$ cat src/rtl/cmp_share_scheduler.sv
// Round-robin scheduler sharing one external 3-input ">5" comparator among
// NUM_REQ requesters. One operation is a grant cycle (EVAL) followed by a
// tagged response; a saturating counter tracks how many answers were 1.
module cmp_share_scheduler #(
    parameter int unsigned NUM_REQ = 4,
    parameter int unsigned ID_W    = 2,
    parameter int unsigned CNT_W   = 8
) (
    input  logic                 clk_i,
    input  logic                 reset_i,
    input  logic [NUM_REQ-1:0]   req_i,
    input  logic [3*NUM_REQ-1:0] req_val_i,
    output logic [NUM_REQ-1:0]   gnt_o,
    output logic                 cmp_x_o,
    output logic                 cmp_y_o,
    output logic                 cmp_z_o,
    input  logic                 cmp_answer_i,
    output logic                 rsp_valid_o,
    output logic [ID_W-1:0]      rsp_id_o,
    output logic                 rsp_result_o,
    output logic [CNT_W-1:0]     hit_count_o,
    output logic                 busy_o
);

    typedef enum logic {StIdle, StEval} state_e;

    state_e             state_q, state_d;
    logic [ID_W-1:0]    ptr_q, ptr_d;
    logic [2:0]         op_q, op_d;
    logic [ID_W-1:0]    id_q, id_d;
    logic [NUM_REQ-1:0] gnt_q, gnt_d;
    logic               rsp_valid_q, rsp_valid_d;
    logic [ID_W-1:0]    rsp_id_q, rsp_id_d;
    logic               rsp_result_q, rsp_result_d;
    logic [CNT_W-1:0]   hit_q, hit_d;

    // Requests rotated so that bit 0 is the requester at ptr.
    logic [NUM_REQ-1:0] req_rot;
    logic               win_found;
    int unsigned        win_idx;
    logic [2:0]         win_op;
    logic [NUM_REQ-1:0] win_onehot;

    // Winner search: first set request starting at ptr, wrapping around.
    always_comb begin
        req_rot    = NUM_REQ'({req_i, req_i} >> ptr_q);
        win_found  = 1'b0;
        win_idx    = 0;
        win_op     = '0;
        win_onehot = '0;
        for (int unsigned k = 0; k < NUM_REQ; k++) begin
            if (!win_found && req_rot[k]) begin
                win_found = 1'b1;
                win_idx   = (32'(ptr_q) + k) % NUM_REQ;
            end
        end
        for (int unsigned i = 0; i < NUM_REQ; i++) begin
            if (win_idx == i) begin
                win_op        = req_val_i[3*i +: 3];
                win_onehot[i] = win_found;
            end
        end
    end

    // Next-state logic: grant in IDLE, capture the comparator answer in EVAL.
    always_comb begin
        state_d      = state_q;
        ptr_d        = ptr_q;
        op_d         = op_q;
        id_d         = id_q;
        gnt_d        = '0;
        rsp_valid_d  = 1'b0;
        rsp_id_d     = rsp_id_q;
        rsp_result_d = rsp_result_q;
        hit_d        = hit_q;
        unique case (state_q)
            StIdle: begin
                if (win_found) begin
                    op_d    = win_op;
                    id_d    = ID_W'(win_idx);
                    gnt_d   = win_onehot;
                    ptr_d   = ID_W'((win_idx + 1) % NUM_REQ);
                    state_d = StEval;
                end
            end
            StEval: begin
                rsp_valid_d  = 1'b1;
                rsp_id_d     = id_q;
                rsp_result_d = cmp_answer_i;
                if (cmp_answer_i && (hit_q != '1)) begin
                    hit_d = hit_q + CNT_W'(1);
                end
                state_d = StIdle;
            end
            default: state_d = StIdle;
        endcase
    end

    // State registers; reset aborts any in-flight operation.
    always_ff @(posedge clk_i) begin
        if (reset_i) begin
            state_q      <= StIdle;
            ptr_q        <= '0;
            op_q         <= '0;
            id_q         <= '0;
            gnt_q        <= '0;
            rsp_valid_q  <= 1'b0;
            rsp_id_q     <= '0;
            rsp_result_q <= 1'b0;
            hit_q        <= '0;
        end else begin
            state_q      <= state_d;
            ptr_q        <= ptr_d;
            op_q         <= op_d;
            id_q         <= id_d;
            gnt_q        <= gnt_d;
            rsp_valid_q  <= rsp_valid_d;
            rsp_id_q     <= rsp_id_d;
            rsp_result_q <= rsp_result_d;
            hit_q        <= hit_d;
        end
    end

    // Comparator inputs are driven only while evaluating.
    always_comb begin
        cmp_x_o = (state_q == StEval) & op_q[2];
        cmp_y_o = (state_q == StEval) & op_q[1];
        cmp_z_o = (state_q == StEval) & op_q[0];
    end

    assign gnt_o        = gnt_q;
    assign rsp_valid_o  = rsp_valid_q;
    assign rsp_id_o     = rsp_id_q;
    assign rsp_result_o = rsp_result_q;
    assign hit_count_o  = hit_q;
    assign busy_o       = (state_q == StEval);

endmodule

$ cat config.mk
export PLATFORM = sky130hd
export DESIGN_NAME = cmp_share_scheduler
export DESIGN_NICKNAME = d
export VERILOG_FILES = /design/src/rtl/cmp_share_scheduler.sv
export SDC_FILE = /design/constraint.sdc
export NUM_CORES = 1
export LEC_CHECK = 0
export ABC_CLOCK_PERIOD_IN_PS = 4600
export CAP_MARGIN = 5
export CORE_UTILIZATION = 47
export DETAILED_ROUTE_END_ITERATION = 10
export MAX_ROUTING_LAYER = met4
export PLACE_DENSITY_LB_ADDON = 0.15
export SYNTH_ARGS = -nofsm -noshare
export SYNTH_HDL_FRONTEND = slang
export SYNTH_SLANG_ARGS = --single-unit
$ cat constraint.sdc
create_clock -name clk_i -period 4.6 [get_ports clk_i]
set_input_delay 0.92 -clock clk_i [delete_from_list [all_inputs] [get_ports clk_i]]
set_output_delay 0.92 -clock clk_i [all_outputs]
set_load 0.01 [all_outputs]
=== Word-level counts from Yosys, hierarchy flattened ===
Cells that the tools add are included.

* Register bits: 24
* Input bits: 19
* Output and inout bits: 20
* Logic and storage cells: 54

* $add $sub $neg: 5
* Equality and inequality tests: 4
* Shift operators: 1
* Mux-type cells: 19
* Bitwise operators: 5
* Reductions and logical operators: 11

{| class="wikitable"
|+ Operators by type and width
! cell !! number
|-
| 32-bit by 2-bit == test with 1-bit output, second input constant || 2
|-
| 32-bit by 1-bit == test with 1-bit output, second input constant || 1
|-
| 32-bit zero test || 1
|-
| 3-bit 2-to-1 mux || 4
|-
| 1-bit 2-to-1 mux || 10
|-
| 8-bit by 1-bit adder with 8-bit output, second input constant || 1
|-
| 2-bit 2-to-1 mux || 4
|-
| 8-bit != test, second input constant || 1
|-
| 8-bit by 2-bit >> shifter with 4-bit output || 1
|-
| 2-bit by 1-bit adder with 2-bit output, second input constant || 2
|-
| 2-bit adder, second input constant || 2
|-
| 1-bit logical AND || 4
|-
| 2-bit AND reduction || 2
|-
| 1-bit AND || 3
|-
| 1-bit zero test || 3
|-
| 3-bit OR reduction || 1
|-
| 1-bit NOT || 2
|-
| 1-bit one-hot mux with 2 select lines || 1
|}

=== Longest topological paths before layout ===
* Word-level depth: 16
* Mapped depth: 9
* Depth with buffers taken out: 9

=== Least setup slack after synthesis ===
No wires, ideal clock.

* Path kind: input-to-reg
* From: input port req_i[2]
* To: register op_q[1]
* Setup time: 0.120 ns
* Arrival: 2.151 ns
* Slack: 2.329 ns
* Cell stages on the path: 9
* Path through: inv_1 > o221a_2 > o22ai_2 > inv_1 > ha_1 > a21oi_1 > o21ai_0 > a22oi_1 > a21oi_1

* Longest elaborated chain between the ends: 16
* Elaborated cells between the ends (all ways): 24
* Classes of those cells: eq/ne (3); shift (1); mux (12); reduce/logical (8)

{| class="wikitable"
|+ RTL lines
! element !! RTL line !! RTL
|-
| start, declared || 11 || <nowiki>input logic [NUM_REQ-1:0] req_i,</nowiki>
|-
| 8-bit by 2-bit >> shifter with 4-bit output * || 46 || <nowiki>req_rot = NUM_REQ'({req_i, req_i} >> ptr_q);</nowiki>
|-
| 1-bit 2-to-1 mux || 52 || <nowiki>if (!win_found && req_rot[k]) begin</nowiki>
|-
| 1-bit zero test || 52 ||
|-
| 1-bit logical AND || 52 ||
|-
| 1-bit 2-to-1 mux || 52 ||
|-
| 1-bit zero test || 52 ||
|-
| 1-bit logical AND || 52 ||
|-
| 1-bit 2-to-1 mux || 52 ||
|-
| 1-bit zero test || 52 ||
|-
| 1-bit logical AND || 52 ||
|-
| 2-bit 2-to-1 mux * || 52 ||
|-
| named net win_idx[0] || 40 || <nowiki>int unsigned win_idx;</nowiki>
|-
| 32-bit zero test || 58 || <nowiki>if (win_idx == i) begin</nowiki>
|-
| 3-bit 2-to-1 mux (3 in a row) || 58 ||
|-
| 3-bit 2-to-1 mux * || 58 ||
|-
| end signal, assigned || 114 || <nowiki>op_q <= op_d;</nowiki>
|-
| end, declared || 29 || <nowiki>logic [2:0] op_q, op_d;</nowiki>
|}

Mark *: on every way through the listed nets, which the timed path passes. The rest lies on a longest branch.
A chain may end at the register's enable or synchronous reset.

=== Worst setup path in the final report ===
Same ends and word-level chain as after synthesis.

==> results_dict.tcl <==
set metrics [dict create \
    clock_latency_ps 330 \
    hpwl_um 1825 \
    cts_tree "done" \
    cts.path.max_buffers 2 \
    timing_worst_setup_path_type "input pin to flip-flop" \
    ys_ff_latch 24 \
    cp.required_ps 4780 \
    root_buffer "clkbuf_4" \
    stdcell_count 194 \
    cts_buffers 3 \
    worstSetupStartpoint "req_i[2]" \
    place_ws_ps 1548 \
    die_area_um2 2604 \
    pwr_density_cell_nw_per_um2 316.4 \
    yosys-top-cells-area "dfxtp_1 43%, a21oi_1 6.2%, ha_1 5.5%, nor2_1 3.7%, o21ai_0 3.5%" \
    grt.overflow.total 0 \
    synth_warnings 0 \
    wl_per_cell_um 13.23 \
    syn_avg_cell_area_um2 8.758 \
    cts_resized 0 \
    syn-instance-count 129 \
    relSlewSlack_pct 46.74 \
    syn-cell-area_um2 1130 \
    sw_frac_of_total_pct 26.17 \
    clkPwrFrac_pct 31.3 \
    hold_class "flip-flop to flip-flop" \
    worstPathCellList "clkdlybuf4s50_1 > inv_1 > o221a_2 > o22ai_2 > inv_1 > ha_1 > a21oi_1 > o21ai_0 > a22oi_1 > a21oi_1" \
    synth-edff-count 0 \
    port_buffers 38 \
    finalSetupViolCount 0 \
    drtIter0Drc 20 \
    finalHoldViolCount 0 \
    slowest_stage "clkdlybuf4s50_1" \
    layout.nets 191 \
    internal_power_mw 0.3671 \
    rows 17 \
    fin_area_um2 1572 \
    synth_top_area_share_pct 42.52 \
    worst_r2r_endpoint "op_q[1]" \
    p_total_mw 0.4972 \
    clkTransAtPathRegs_ps 140 \
    hold_depth 2 \
    h-tree-depth 1 \
    max_freq_ghz 0.3641 \
    r2r.worst_path.cells 8 \
    leakagePower_nw 0.6517 \
    setup_tns_ps 0 \
    rsz0062_at_grt "no" \
    cts.sinks 24 \
    power_frac_comb_pct 21.4 \
    setup.worst_path.end_class "flip-flop" \
    tightest_slew_ps 798.9 \
    synth_cell_types 36 \
    grt_first_pass_wirelength_um 4236 \
    gp_congestion 0.8148 \
    crit_fanout 7 \
    vdd_ir_drop_max_uv 205.0 \
    fin_crit_ps 2747 \
    wl_um 2566 \
    fin_crit_sh_pct 59.71 \
    yosysTopAreaCell "dfxtp_1" \
    vias 1064 \
    initial_core_util_pct 50.59 \
    final_util_pct 70.36 \
    pin_count 39 \
    outcome "finished, final reports clean" \
    finClkSkew_ps 10.64 \
    dr.pass1.iters 4 \
    die_h_um 51.03 \
    slowest_delay_ps 510 \
    layout-drive-gt1-share_pct 6.024 \
    hold_ws_ps 485.8 \
    regToRegSetupSlack_ps 2640 \
    seq_area_frac_synth_pct 42.52 \
    grt_pass1_vias 956 \
    placed_cell_area_um2 1519 \
    dp.cells 190 \
    drc 0 \
    reg2reg_from "ptr_q[0]" \
    power.switching_mw 0.1301 \
    p_seq_share_pct 47.2 \
    arrival_ps 2930 \
    core_um2 2233 \
    viasPerCell 5.485 \
    finalMaxSlewViolations 0 \
    worstHoldStart "id_q[0]" \
    diodes 0 \
    area_delta_synth_final_pct 39.09 \
    cts_setup_buffers 0 \
    antenna_found_initial 0 \
    grt_usage_pct 22.10 \
    die_w_um 51.03 \
    drv_cap 0 \
    critPathBufInv 3 \
    synth_flop_cell "dfxtp_1" \
    syn-num-nets 153 \
    startpoint_type "input pin" \
    hold_end "id_q[0]" \
    ant_nets 0 \
    async_flop_share_pct 0 \
    crit_family "compound AO/OA/AOI/OAI gates" \
    holdBufCountCts 0 \
    grt_max_degree 17 \
    setup_slack_ps 1853 \
]
[area by class of cell]
type                    count  area [µm²]
clock buffers               3       22.52
clock inverters             1       30.03
fillers                   183       661.9
inverters                   8       30.03
multi-input cells          92       593.1
flip-flops and latches     24       480.5
well taps                  28       35.03
repair buffers             38       380.4
[cell usage in the layout, fill, tap and decap left out, types with 2 or more instances in the layout]
cell / n
clkdlybuf4s50_1: 38
dfxtp_1: 24
a21oi_1: 14
nor2_1: 11
inv_1: 8
o21ai_0: 8
nand2_1: 7
and3_1: 5
nand3_1: 5
ha_1: 5
nor2b_1: 4
a31oi_1: 4
and2_1: 3
a22oi_1: 3
mux2i_1: 3
clkbuf_4: 3
a21o_1: 2
a211oi_1: 2
[registers in the layout, indices dropped and copies added, names as in the netlist]
| name | count |
|---|---|
| ptr_q | 2 |
| id_q | 2 |
| hit_count_o | 8 |
| rsp_valid_o | 1 |
| rsp_id_o | 2 |
| op_q | 3 |
| busy_o | 1 |
| rsp_result_o | 1 |
| gnt_o | 4 |
[worst min-delay path: stages, from the launching register on]
cell     delay (ps)
dfxtp_1         340
nand2_1          60
o32ai_1          50
[synth_stat cells, types with 2 or more instances]
cell and count:
dfxtp_1 24, a21oi_1 14, nor2_1 11, inv_1 8
o21ai_0 8, nand2_1 7, and3_1 5, ha_1 5
nand3_1 5, a31oi_1 4, nor2b_1 4, a22oi_1 3
and2_1 3, mux2i_1 3, a211oi_1 2, a21o_1 2
buf_2 2
[power by group through the flow]
stage / clock network (mW) / logic, mW / registers, mW
global placement: 0 / 0.104 / 0.238
CTS: 0.158 / 0.106 / 0.234
global route: 0.163 / 0.119 / 0.236
floorplan: 0 / 0.0618 / 0.238
detailed placement: 0 / 0.105 / 0.239
finish: 0.156 / 0.107 / 0.235
[layer usage]
metal / GRT usage (%) / vias to the layer above / share of wire (%) / wire [µm]
met5: - / - / 0 / 0
met4: 9.722 / 0 / 1.9 / 48
met3: 2.679 / 5 / 3.8 / 98
met2: 32.68 / 26 / 45 / 1145
met1: 30.15 / 496 / 50 / 1274
li1: - / 537 / - / -
[cells by family after synthesis]
logic type	Yosys count	share of synthesized area, %
multiplexers	4	3.655
adder cells (fa/ha/maj)	5	5.537
buffers and inverters	13	4.983
flip-flops	24	42.52
AO/OA/AOI/OAI	40	22.70
AND/OR/NAND/NOR	41	19.05
XOR/XNOR	2	1.551
[how the worst max path moves through the flow]
stage                         end  slack (ps)  cells after the start
after detailed placement  op_q[1]        1550                     10
after floorplan           op_q[1]        2330                      9
after CTS                 op_q[1]        1880                     10
after global routing      op_q[1]        1710                     10
after global placement    op_q[1]        1600                     10
final                     op_q[1]        1850                     10
No activity file was read; power rests on OpenSTA's default activity.
